File: src/rtl/ps2_key_sequencer.sv
// PS/2 scan-code sequencer: parses E0/F0/E1 prefixes, tracks movement
// and fire keys, arbitrates left/right with last-pressed-wins.
module ps2_key_sequencer #(
   parameter int PREFIX_TIMEOUT = 50000,
   parameter int E1_SKIP_BYTES  = 7
) (
   input  logic       clk50m_i,
   input  logic       rst_i,
   input  logic [7:0] received_data,
   input  logic       received_data_en,
   output logic [1:0] movement_o,
   output logic       fire_o,
   output logic       key_event_o,
   output logic       seq_error_o
);

   localparam int TW = $clog2(PREFIX_TIMEOUT + 1);
   localparam int SW = (E1_SKIP_BYTES < 1) ? 1
                     : $clog2(E1_SKIP_BYTES + 1);

   localparam logic [TW-1:0] TO_LAST   = TW'(PREFIX_TIMEOUT - 1);
   localparam logic [SW-1:0] SKIP_INIT = SW'(E1_SKIP_BYTES);
   localparam logic [SW-1:0] SKIP_ONE  = SW'(1);

   localparam logic [7:0] B_E0 = 8'hE0;
   localparam logic [7:0] B_F0 = 8'hF0;
   localparam logic [7:0] B_E1 = 8'hE1;

   localparam logic [1:0] MV_NONE  = 2'b00;
   localparam logic [1:0] MV_LEFT  = 2'b01;
   localparam logic [1:0] MV_RIGHT = 2'b10;

   typedef enum logic [2:0] {
      IDLE,
      EXT,
      BRK,
      EXTBRK,
      SKIP
   } state_t;

   state_t        state, nxt_state;
   logic [TW-1:0] tcnt, nxt_tcnt;
   logic [SW-1:0] skip_cnt, nxt_skip;
   logic [2:0]    held, nxt_held;
   logic [1:0]    last_dir, nxt_last;
   logic [1:0]    nxt_move;
   logic          nxt_fire, nxt_evt, nxt_err;

   logic          do_make, do_break, is_ext, in_pfx, is_pfx_byte;
   logic [2:0]    hit;

   // one-hot key index: bit0 left, bit1 right, bit2 fire
   function automatic logic [2:0] key_map(
      input logic       ext,
      input logic [7:0] b
   );
      logic [2:0] k;
      k = 3'b000;
      if (ext) begin
         if (b == 8'h6B) k = 3'b001;
         else if (b == 8'h74) k = 3'b010;
      end else begin
         if (b == 8'h1C) k = 3'b001;
         else if (b == 8'h23) k = 3'b010;
         else if (b == 8'h29) k = 3'b100;
      end
      return k;
   endfunction

   assign in_pfx = (state == EXT) || (state == BRK)
                || (state == EXTBRK);

   assign is_pfx_byte = (received_data == B_E0)
                     || (received_data == B_F0)
                     || (received_data == B_E1);

   always_comb begin
      nxt_state = state;
      nxt_tcnt  = tcnt;
      nxt_skip  = skip_cnt;
      nxt_held  = held;
      nxt_last  = last_dir;
      nxt_move  = MV_NONE;
      nxt_fire  = 1'b0;
      nxt_evt   = 1'b0;
      nxt_err   = 1'b0;
      do_make   = 1'b0;
      do_break  = 1'b0;
      is_ext    = 1'b0;
      hit       = 3'b000;

      if (received_data_en) begin
         nxt_tcnt = '0;
         unique case (state)
            IDLE: begin
               if (received_data == B_E0) begin
                  nxt_state = EXT;
               end else if (received_data == B_F0) begin
                  nxt_state = BRK;
               end else if (received_data == B_E1) begin
                  if (E1_SKIP_BYTES > 0) begin
                     nxt_state = SKIP;
                     nxt_skip  = SKIP_INIT;
                  end
               end else begin
                  do_make = 1'b1;
               end
            end
            EXT: begin
               if (received_data == B_F0) begin
                  nxt_state = EXTBRK;
               end else if (is_pfx_byte) begin
                  nxt_err   = 1'b1;
                  nxt_state = IDLE;
               end else begin
                  do_make   = 1'b1;
                  is_ext    = 1'b1;
                  nxt_state = IDLE;
               end
            end
            BRK: begin
               nxt_state = IDLE;
               if (is_pfx_byte) nxt_err = 1'b1;
               else do_break = 1'b1;
            end
            EXTBRK: begin
               nxt_state = IDLE;
               is_ext    = 1'b1;
               if (is_pfx_byte) nxt_err = 1'b1;
               else do_break = 1'b1;
            end
            SKIP: begin
               if (skip_cnt <= SKIP_ONE) begin
                  nxt_skip  = '0;
                  nxt_state = IDLE;
               end else begin
                  nxt_skip = skip_cnt - SKIP_ONE;
               end
            end
            default: nxt_state = IDLE;
         endcase
      end else if (in_pfx) begin
         // a byte landing on the expiry cycle takes the branch above
         if (tcnt == TO_LAST) begin
            nxt_state = IDLE;
            nxt_tcnt  = '0;
            nxt_err   = 1'b1;
         end else begin
            nxt_tcnt = tcnt + TW'(1);
         end
      end

      hit = key_map(is_ext, received_data);

      if (do_make) begin
         nxt_held = held | hit;
         if (|(hit & ~held)) begin
            nxt_evt  = 1'b1;
            nxt_fire = hit[2];
            if (hit[0]) nxt_last = MV_LEFT;
            if (hit[1]) nxt_last = MV_RIGHT;
         end
      end

      if (do_break) begin
         nxt_held = held & ~hit;
         nxt_evt  = |(hit & held);
      end

      unique case (nxt_held[1:0])
         2'b11:   nxt_move = nxt_last;
         2'b01:   nxt_move = MV_LEFT;
         2'b10:   nxt_move = MV_RIGHT;
         default: nxt_move = MV_NONE;
      endcase
   end

   always_ff @(posedge clk50m_i or posedge rst_i) begin
      if (rst_i) begin
         state       <= IDLE;
         tcnt        <= '0;
         skip_cnt    <= '0;
         held        <= 3'b000;
         last_dir    <= MV_NONE;
         movement_o  <= MV_NONE;
         fire_o      <= 1'b0;
         key_event_o <= 1'b0;
         seq_error_o <= 1'b0;
      end else begin
         state       <= nxt_state;
         tcnt        <= nxt_tcnt;
         skip_cnt    <= nxt_skip;
         held        <= nxt_held;
         last_dir    <= nxt_last;
         movement_o  <= nxt_move;
         fire_o      <= nxt_fire;
         key_event_o <= nxt_evt;
         seq_error_o <= nxt_err;
      end
   end

endmodule

File: config.mk
export PLATFORM = sky130hd
export DESIGN_NAME = ps2_key_sequencer
export DESIGN_NICKNAME = d
export VERILOG_FILES = /design/src/rtl/ps2_key_sequencer.sv
export SDC_FILE = /design/constraint.sdc
export NUM_CORES = 1
export LEC_CHECK = 0
export CAP_MARGIN = 20
export CELL_PAD_IN_SITES_DETAIL_PLACEMENT = 0
export CELL_PAD_IN_SITES_GLOBAL_PLACEMENT = 1
export CORE_MARGIN = 4
export CORE_UTILIZATION = 40
export CTS_BUF_LIST = sky130_fd_sc_hd__clkbuf_4 sky130_fd_sc_hd__clkbuf_8 sky130_fd_sc_hd__clkbuf_16
export DETAILED_ROUTE_END_ITERATION = 10
export PLACE_DENSITY = 0.82
export SYNTH_ARGS = -nofsm -noshare
export SYNTH_HDL_FRONTEND = slang
export SYNTH_SLANG_ARGS = --single-unit
File: constraint.sdc
create_clock -name clk50m_i -period 1.7 [get_ports clk50m_i]
set_input_delay 0.34 -clock clk50m_i [delete_from_list [all_inputs] [get_ports clk50m_i]]
set_output_delay 0.34 -clock clk50m_i [all_outputs]
set_load 0.005 [all_outputs]
* Word level (Yosys, flattened, before mapping)
Cells that the tools add are included.
** Word-level totals
- Input bits :: 11
- Flip-flop bits (word level) :: 32
- Word-level logic and storage cells :: 106
- Output and inout port bits :: 5
** Cells by class
- Equality and inequality tests :: 21
- Mux-type cells :: 52
- Bitwise gates (word level) :: 6
- $lt $le $gt $ge :: 1
- Reductions and logical operators :: 14
- $add $sub $neg :: 2
** Operator list (count)
- two-way mux 3 bit :: 17
- two-way mux 16 bit :: 3
- equality test 8 bit, second input constant :: 3
- two-way mux 1 bit :: 19
- adder 16 x 1 -> 16 bit, second input constant :: 1
- equality test 16 bit, second input constant :: 1
- equality test 8 x 6 -> 1 bit, second input constant :: 2
- equality test 8 x 7 -> 1 bit, second input constant :: 2
- two-way mux 2 bit :: 7
- AND 3 bit :: 3
- one-hot mux 3 bit (3 select lines) :: 1
- equality test 8 x 5 -> 1 bit, second input constant :: 1
- nonzero test 2 bit :: 4
- equality test 3 x 2 -> 1 bit, second input constant :: 2
- inequality test 2 bit, second input constant :: 3
- NOT 3 bit :: 2
- one-hot mux 1 bit (2 select lines) :: 3
- one-hot mux 2 bit (3 select lines) :: 1
- one-hot mux 3 bit (2 select lines) :: 1
- OR reduction 3 bit :: 2
- inequality test 5 bit, second input constant :: 1
- AND reduction 5 bit :: 1
- equality test 2 bit, second input constant :: 2
- logical OR 1 bit :: 4
- other kinds (10) :: 10

* Depth between registers and ports, before layout
- Depth in word-level cells :: 13
- Depth in mapped cells :: 7

* Worst setup path after synthesis
OpenSTA, ideal clock, no wires.
- Path kind :: reg2reg
- Start point :: reg tcnt[0]
- End point :: reg tcnt[12]
- Buffers on the path :: 0
- Library setup time :: 0.078 ns
- Arrival time :: 1.768 ns
- Cell stages (with the launch flop) :: 7
- Required time :: 1.622 ns
- Period minus slack after synthesis :: 1.846 ns
- Slack :: -0.146 ns
- Cell sequence :: dfrtp_1 -> ha_1 -> and3_1 -> o2111ai_2 -> or3_4 -> or3_1 -> a21oi_1
** On the way
- Word-level cells in the longest chain between the ends :: 4
- Elaborated cells between the ends (all ways) :: 5
- Those cells by class :: 1 x add/sub; 1 x eq/ne; 3 x mux
** Ends and longest elaborated chain
- start: declaration :: RTL line 42 : logic [TW-1:0] tcnt, nxt_tcnt;
- start signal: assignment :: RTL line 191 : tcnt <= nxt_tcnt;
- adder 16 x 1 -> 16 bit / equality test 16 bit (equally long branches) :: RTL line 149, 144
- two-way mux 16 bit (*) :: RTL line 144 : if (tcnt == TO_LAST) begin
- two-way mux 16 bit (*) :: RTL line 142 : end else if (in_pfx) begin
- two-way mux 16 bit (*) :: RTL line 92 : if (received_data_en) begin
Mark *: on every way between the ends. The rest lies on a longest branch, timed or not. The select of a mux whose other input is x is not followed.
A chain may end at the register's enable or synchronous reset.

* Final worst setup path
- Start point :: reg state[2]
- End point :: reg tcnt[14]
** On the way
- Word-level cells in the longest chain between the ends :: 4
- Elaborated cells between the ends (all ways) :: 6
- Those cells by class :: 3 x eq/ne; 3 x reduce/logical
** Ends and longest elaborated chain
- start: declaration :: RTL line 41 : state_t state, nxt_state;
- start signal: assignment :: RTL line 190 : state <= nxt_state;
- equality test 3 x 1 -> 1 bit / equality test 3 x 2 -> 1 bit (equally long branches) :: RTL line 70 : assign in_pfx = (state == EXT) || (state == BRK)
- logical OR 1 bit :: RTL line 70
- logical OR 1 bit (*) :: RTL line 71 : || (state == EXTBRK);
- nonzero test 2 bit (no source line) (*)
Mark *: on every way between the ends. The rest lies on a longest branch, timed or not.

==> flow_metrics.py <==
metrics = {
    "grt": {
        "track_usage": 0.176,
        "grt.overflow.total": 0,
        "grt_pass1_wl_mm": 7.78,
        "grt_pass1_vias": 1820,
        "grt_max_degree": 33,
        "antenna_found_initial": 0,
    },
    "floorplanning": {
        "core_area_mm2": 0.00441,
        "io_pins": 16,
        "die-area_mm2": 0.00575,
        "fp.dieH_um": 75.8,
        "num_rows": 24,
        "die_w_um": 75.8,
        "start_util": 0.417,
    },
    "place": {
        "gp_congestion": 0.825,
        "hpwl_mm": 3.18,
        "portBuffers": 15,
    },
    "logic_synthesis": {
        "ys_ff_latch": 32,
        "synth_top_area_frac": 0.435,
        "synthSimpleGateAreaFrac": 0.272,
        "synth_area_leaders": "dfrtp_1, o21ai_0, nand2_1, nor2_1, inv_1",
        "synthArstFlopShare": 1.00,
        "synth_compound_area_frac": 0.205,
        "yosysWarningCount": 0,
        "synth.largest_area_cell": "dfrtp_1",
        "synthFlopType": "dfrtp_1",
        "synth-edff-count": 0,
        "syn_area_per_cell_um2": 9.39,
        "synth_area_mm2": 0.00184,
        "synth-adder-area-share": 0.0204,
        "synth.mux.area_fraction": 0.00612,
        "syn_inst": 196,
        "syn-num-nets": 210,
        "synth_top_family_by_area": "simple AND/OR/NAND/NOR gates",
        "synth_xor_area_frac": 0.0286,
        "synth.distinct_cells": 55,
        "ys_seq_area_frac": 0.435,
    },
    "clocking": {
        "numCtsBuffers": 5,
        "clock_path_buffers": 2,
        "clock_latency_ps": 290,
        "cts_tree": "built",
        "cts_max_level": 2,
        "clkTransAtPathRegs_ps": 70,
        "clkSinkCount": 32,
        "ctsHoldBuffers": 0,
        "clockRootBuffer": "clkbuf_8",
    },
    "power_and_ir_drop": {
        "p_leak_nw": 1.24,
        "vdd_ir_drop_max_uv": 570,
        "power_w": 0.00237,
        "p_per_area_mw_per_mm2": 821,
    },
    "setup_path": {
        "timing.rr.end": "tcnt[14]$_DFFE_PP0N_",
        "setup.worst_path.end": "tcnt[14]$_DFFE_PP0N_",
        "r2r_slack_ps": -100,
        "worst_setup_path_start_kind": "flip-flop",
        "cp_max_fo": 5,
        "cp-end-kind": "flip-flop",
        "cp-startpoint": "state[2]$_DFFE_PP0P_",
        "r2r-start": "state[2]$_DFFE_PP0P_",
        "arrival_ps": 2020,
        "worstSetupPathType": "flip-flop to flip-flop",
        "reg2reg_depth": 5,
        "worstPathRequired_ps": 1930,
    },
    "sta": {
        "maxSlewHeadroom": 0.722,
        "fmaxAchievable_mhz": 556,
        "finalWorstSetupSlack_ps": -98.0,
        "setup_tns_ps": -539,
        "setup_violations": 8,
        "min_period_over_period": 1.06,
        "hold_violations": 0,
        "maxSlewViolCount": 0,
        "rsz0062_at_grt": "true",
        "worst_slew_pin_slew_ps": 417,
        "min_period_ps": 1800,
        "fin_skew_ps": 9.14,
    },
    "route": {
        "drt_wl_total_mm": 4.77,
        "drtIter0Drc": 80,
        "routed_via_density": 5.41,
        "post_drt_wl_per_cell_um": 14.5,
        "remaining_drc_errors": 0,
        "dr.pass1.iters": 5,
        "vias": 1776,
        "ant_nets": 0,
    },
    "layout": {
        "final_core_util": 0.653,
        "syn_to_final_growth_pct": 56.6,
        "drive_above_1_share": 0.446,
        "fin_nets": 289,
        "diodes": 0,
        "fillers": 348,
    },
    "worst_hold_path": {
        "hold_class": "input port to async pin",
    },
    "status": {
        "status": "finished, violations left",
        "violations": "setup timing",
    },
    "job": {
        "maxCapViolations": 0,
    },
}
synthesized netlist by cell type (all sizes together), types with 3 or more instances:
| cell | number |
|---|---|
| a21oi | 7 |
| nand3 | 6 |
| nor4b | 3 |
| o211ai | 3 |
| ha | 3 |
| nand2 | 18 |
| or3 | 6 |
| xor2 | 5 |
| dfrtp | 32 |
| a31oi | 4 |
| nand4 | 5 |
| o21ai | 15 |
| o22ai | 6 |
| inv | 13 |
| o21a | 3 |
| and3 | 3 |
| o2111ai | 3 |
| nor3 | 4 |
| and2 | 4 |
| nor3b | 3 |
| nor2 | 17 |
flip-flops by register name, summed over array words and instances, names as in the netlist:
signal	cells
state	3
last_dir	2
seq_error_o	1
fire_o	1
tcnt	16
movement_o	2
key_event_o	1
skip_cnt	3
held	3
routing by layer:
layer | vias to the layer above | share of wire | routed length (µm) | global-route usage
met4 | 0 | 0.013 | 62 | 0.0583
li1 | 885 | - | - | -
met3 | 5 | 0.033 | 159 | 0.0396
met5 | - | 0 | 0 | 0
met2 | 22 | 0.50 | 2400 | 0.300
met1 | 864 | 0.45 | 2150 | 0.217
stage by stage:
stage,cells,cell area [µm²],hold WS (ps),worst slack [ps]
after floorplan,196,1880,456,-119
after global placement,313,2480,498,-619
after detailed placement,313,2480,519,-642
after CTS,326,2700,454,-79.6
after global routing,328,2880,481,-201
final,328,2880,442,-98.0
report_power, final:
| part | total (W) | leakage, nW | switching [W] | internal (W) |
|---|---|---|---|---|
| Clock | 0.000736 | 0.0541 | 0.000303 | 0.000433 |
| Sequential | 0.000909 | 0.433 | 0.0000646 | 0.000845 |
| Combinational | 0.000723 | 0.752 | 0.000361 | 0.000361 |
critical path: stages (launching register included):
cell,delay (ps)
dfrtp_1,430
o21ba_4,300
o2111ai_4,130
or3_4,430
or3_1,330
a21oi_2,120
area by class of cell:
cell class	instances	area, µm²	area share
multi-input cells	148	1250	0.434
flip-flops and latches	32	802	0.278
clock buffers	5	68.8	0.0239
inverters	13	48.8	0.0169
well taps	52	65.1	0.0226
repair buffers	75	604	0.210
clock inverters	3	42.5	0.0148
cells in the final DEF, fill, tap and decap left out, types with 4 or more instances in the layout:
cell,netlist,layout
dfrtp_1,32,31
buf_6,0,6
a21oi_1,7,4
nand4_1,5,5
nand2_1,18,15
clkdlybuf4s50_1,0,6
or3_1,5,4
buf_4,0,53
clkbuf_8,0,5
o21ai_2,1,4
nor2_1,17,13
o22ai_1,6,4
o21ai_0,14,8
inv_1,12,11
nand3_1,6,5
dlygate4sd2_1,0,5
worst min-delay path by stage:
stage | from | to | cells after the start
after floorplan | rst_i | fire_o$_DFF_PP0_ | 1
after global placement | tcnt[3]$_DFFE_PP0N_ | tcnt[3]$_DFFE_PP0N_ | 1
after detailed placement | skip_cnt[2]$_DFFE_PP0P_ | skip_cnt[2]$_DFFE_PP0P_ | 1
after CTS | rst_i | held[0]$_DFF_PP0_ | 3
after global routing | rst_i | last_dir[1]$_DFF_PP0_ | 3
final | rst_i | tcnt[14]$_DFFE_PP0N_ | 3
timing repair:
action                                  CTS  global route
endpoints found under the setup margin   26            25
resized for setup                        33            44
hold endpoints to repair                  0             0
pin swaps                                20            23
buffers inserted                          5             2
cell families (layout without fill, tap and decap cells):
group                    after synthesis  in the layout
adder cells (fa/ha/maj)                3              3
flip-flops                            32             32
AO/OA/AOI/OAI                         54             54
multiplexers                           1              1
AND/OR/NAND/NOR                       84             84
XOR/XNOR                               6              6
buffers and inverters                 16             96
Note: power is estimated with default switching activity, not from simulation.
==> patch, RTL diff (config.mk and constraints unchanged) <==
The 5 states of `state_t` get a one-hot encoding in 5 bits.
--- a/src/rtl/ps2_key_sequencer.sv
+++ b/src/rtl/ps2_key_sequencer.sv
@@ -31,10 +31,10 @@
    localparam logic [1:0] MV_RIGHT = 2'b10;
 
-   typedef enum logic [2:0] {
-      IDLE,
-      EXT,
-      BRK,
-      EXTBRK,
-      SKIP
+   typedef enum logic [4:0] {
+      IDLE   = 5'b00001,
+      EXT    = 5'b00010,
+      BRK    = 5'b00100,
+      EXTBRK = 5'b01000,
+      SKIP   = 5'b10000
    } state_t;
 
Behaviour: no difference found for any inputs over 4 cycles, from zero or initial values and one cycle with rst_i high; so few cycles prove little.
==> patch against the original RTL <==
The run still ends with negative setup slack left. Die area up 11%. Count of clock-buffer cells in the layout unchanged. Sequential power up 5.0%. Synthesized area up 12%. Worst setup slack worse by 0.34 ns. Total power down 4.0%. Sequential cell count up 2. Design area up 9.2%. Combinational power down 19%. First-iteration DRC count down 40%. Routed wire length up 5.4%. Clock skew down 0.0019 ns.
==> patch: results (changes against the original RTL) <==
STA
  – Final setup viols: 33 (was 8)
  – Hold WS: 0.347 ns (was 0.442 ns)
  – Worst Setup Slack, final: -0.435 ns (was -0.0980 ns)
  – Setup Skew: 0.00722 ns (was 0.00914 ns)
  – Final setup TNS: -9.23 ns (was -0.539 ns)

Finish
  – Multi-input logic area: 1350 µm² (was 1250 µm²)
  – Inverters, non-clock: 12 (was 13)
  – FFs & Latches: 34 (was 32)
  – Fin nets: 326 (was 289)
  – FF+latch area: 853 µm² (was 802 µm²)
  – NonClk Buf Share: 0.226 (was 0.210)

Synth
  – Synth Area in Adders: 0.0182 (was 0.0204)
  – Share of the yosys chip area belonging to registers: 0.412 (was 0.435)
  – Ranking of synthesized cells by area: dfrtp_1, xor2_1, nor2_1 (was dfrtp_1, o21ai_0, nand2_1)
  – Synth cell count leaders: dfrtp_1, nor2_1, nand2_1 (was dfrtp_1, nand2_1, nor2_1)

Route
  – WL met1: 2.20 mm (was 2.15 mm)
  – Met3 WL: 122 µm (was 159 µm)
  – Met2 wire length: 2.53 mm (was 2.40 mm)

Worst setup path
  – Crit-path max FO: 3 (was 5)

Power
  – Maximum VDD drop: 499 µV (was 570 µV)
  – Leak: 1.41 nW (was 1.24 nW)

Placed design
  – Routability cong.: 0.827 (was 0.825)
  – DP Area: 2750 µm² (was 2480 µm²)

Die
  – # rows: 25 (was 24)

Status
  – Status: finished with violations (unchanged)
  – Failing checks: negative setup slack (unchanged)

Global route
  – Largest net degree at the start of global routing: 15 (was 33)
patch: cell count changes in the layout (fill, tap and decap cells not counted), sizes merged, moves of 3 or more:
cell	before	now
nor2	17	26
o21ai	15	18
dlygate4sd2	5	1
buf	62	78
o22ai	6	0
nor3b	3	0
xor2	5	12
a31oi	4	1
o2111ai	3	0
nand2b	1	4
nor2b	0	5
o31ai	0	3
nor4	1	4
nand2	18	25
patch: repair_timing:
action	in CTS	in global routing
pin swaps	34	26
gates cloned	0	0
endpoints found under the setup margin	34	34
resized for setup	76	13
hold buffers	0	0
setup buffers	9	6
patch: cells by family after synthesis:
logic type,after synthesis
flops,34
mux,3
simple gates,107
xor+xnor,14
fa+ha+maj,3
compound gates,45
buf+inv,18
patch: power by group through the flow:
stage	sequential (mW)	clock [mW]	combinational, mW
finish	0.954	0.735	0.584
floorplan	0.964	0	0.270
CTS	0.953	0.759	0.565
global route	0.963	0.795	0.656
global placement	0.965	0	0.526
detailed placement	0.963	0	0.539
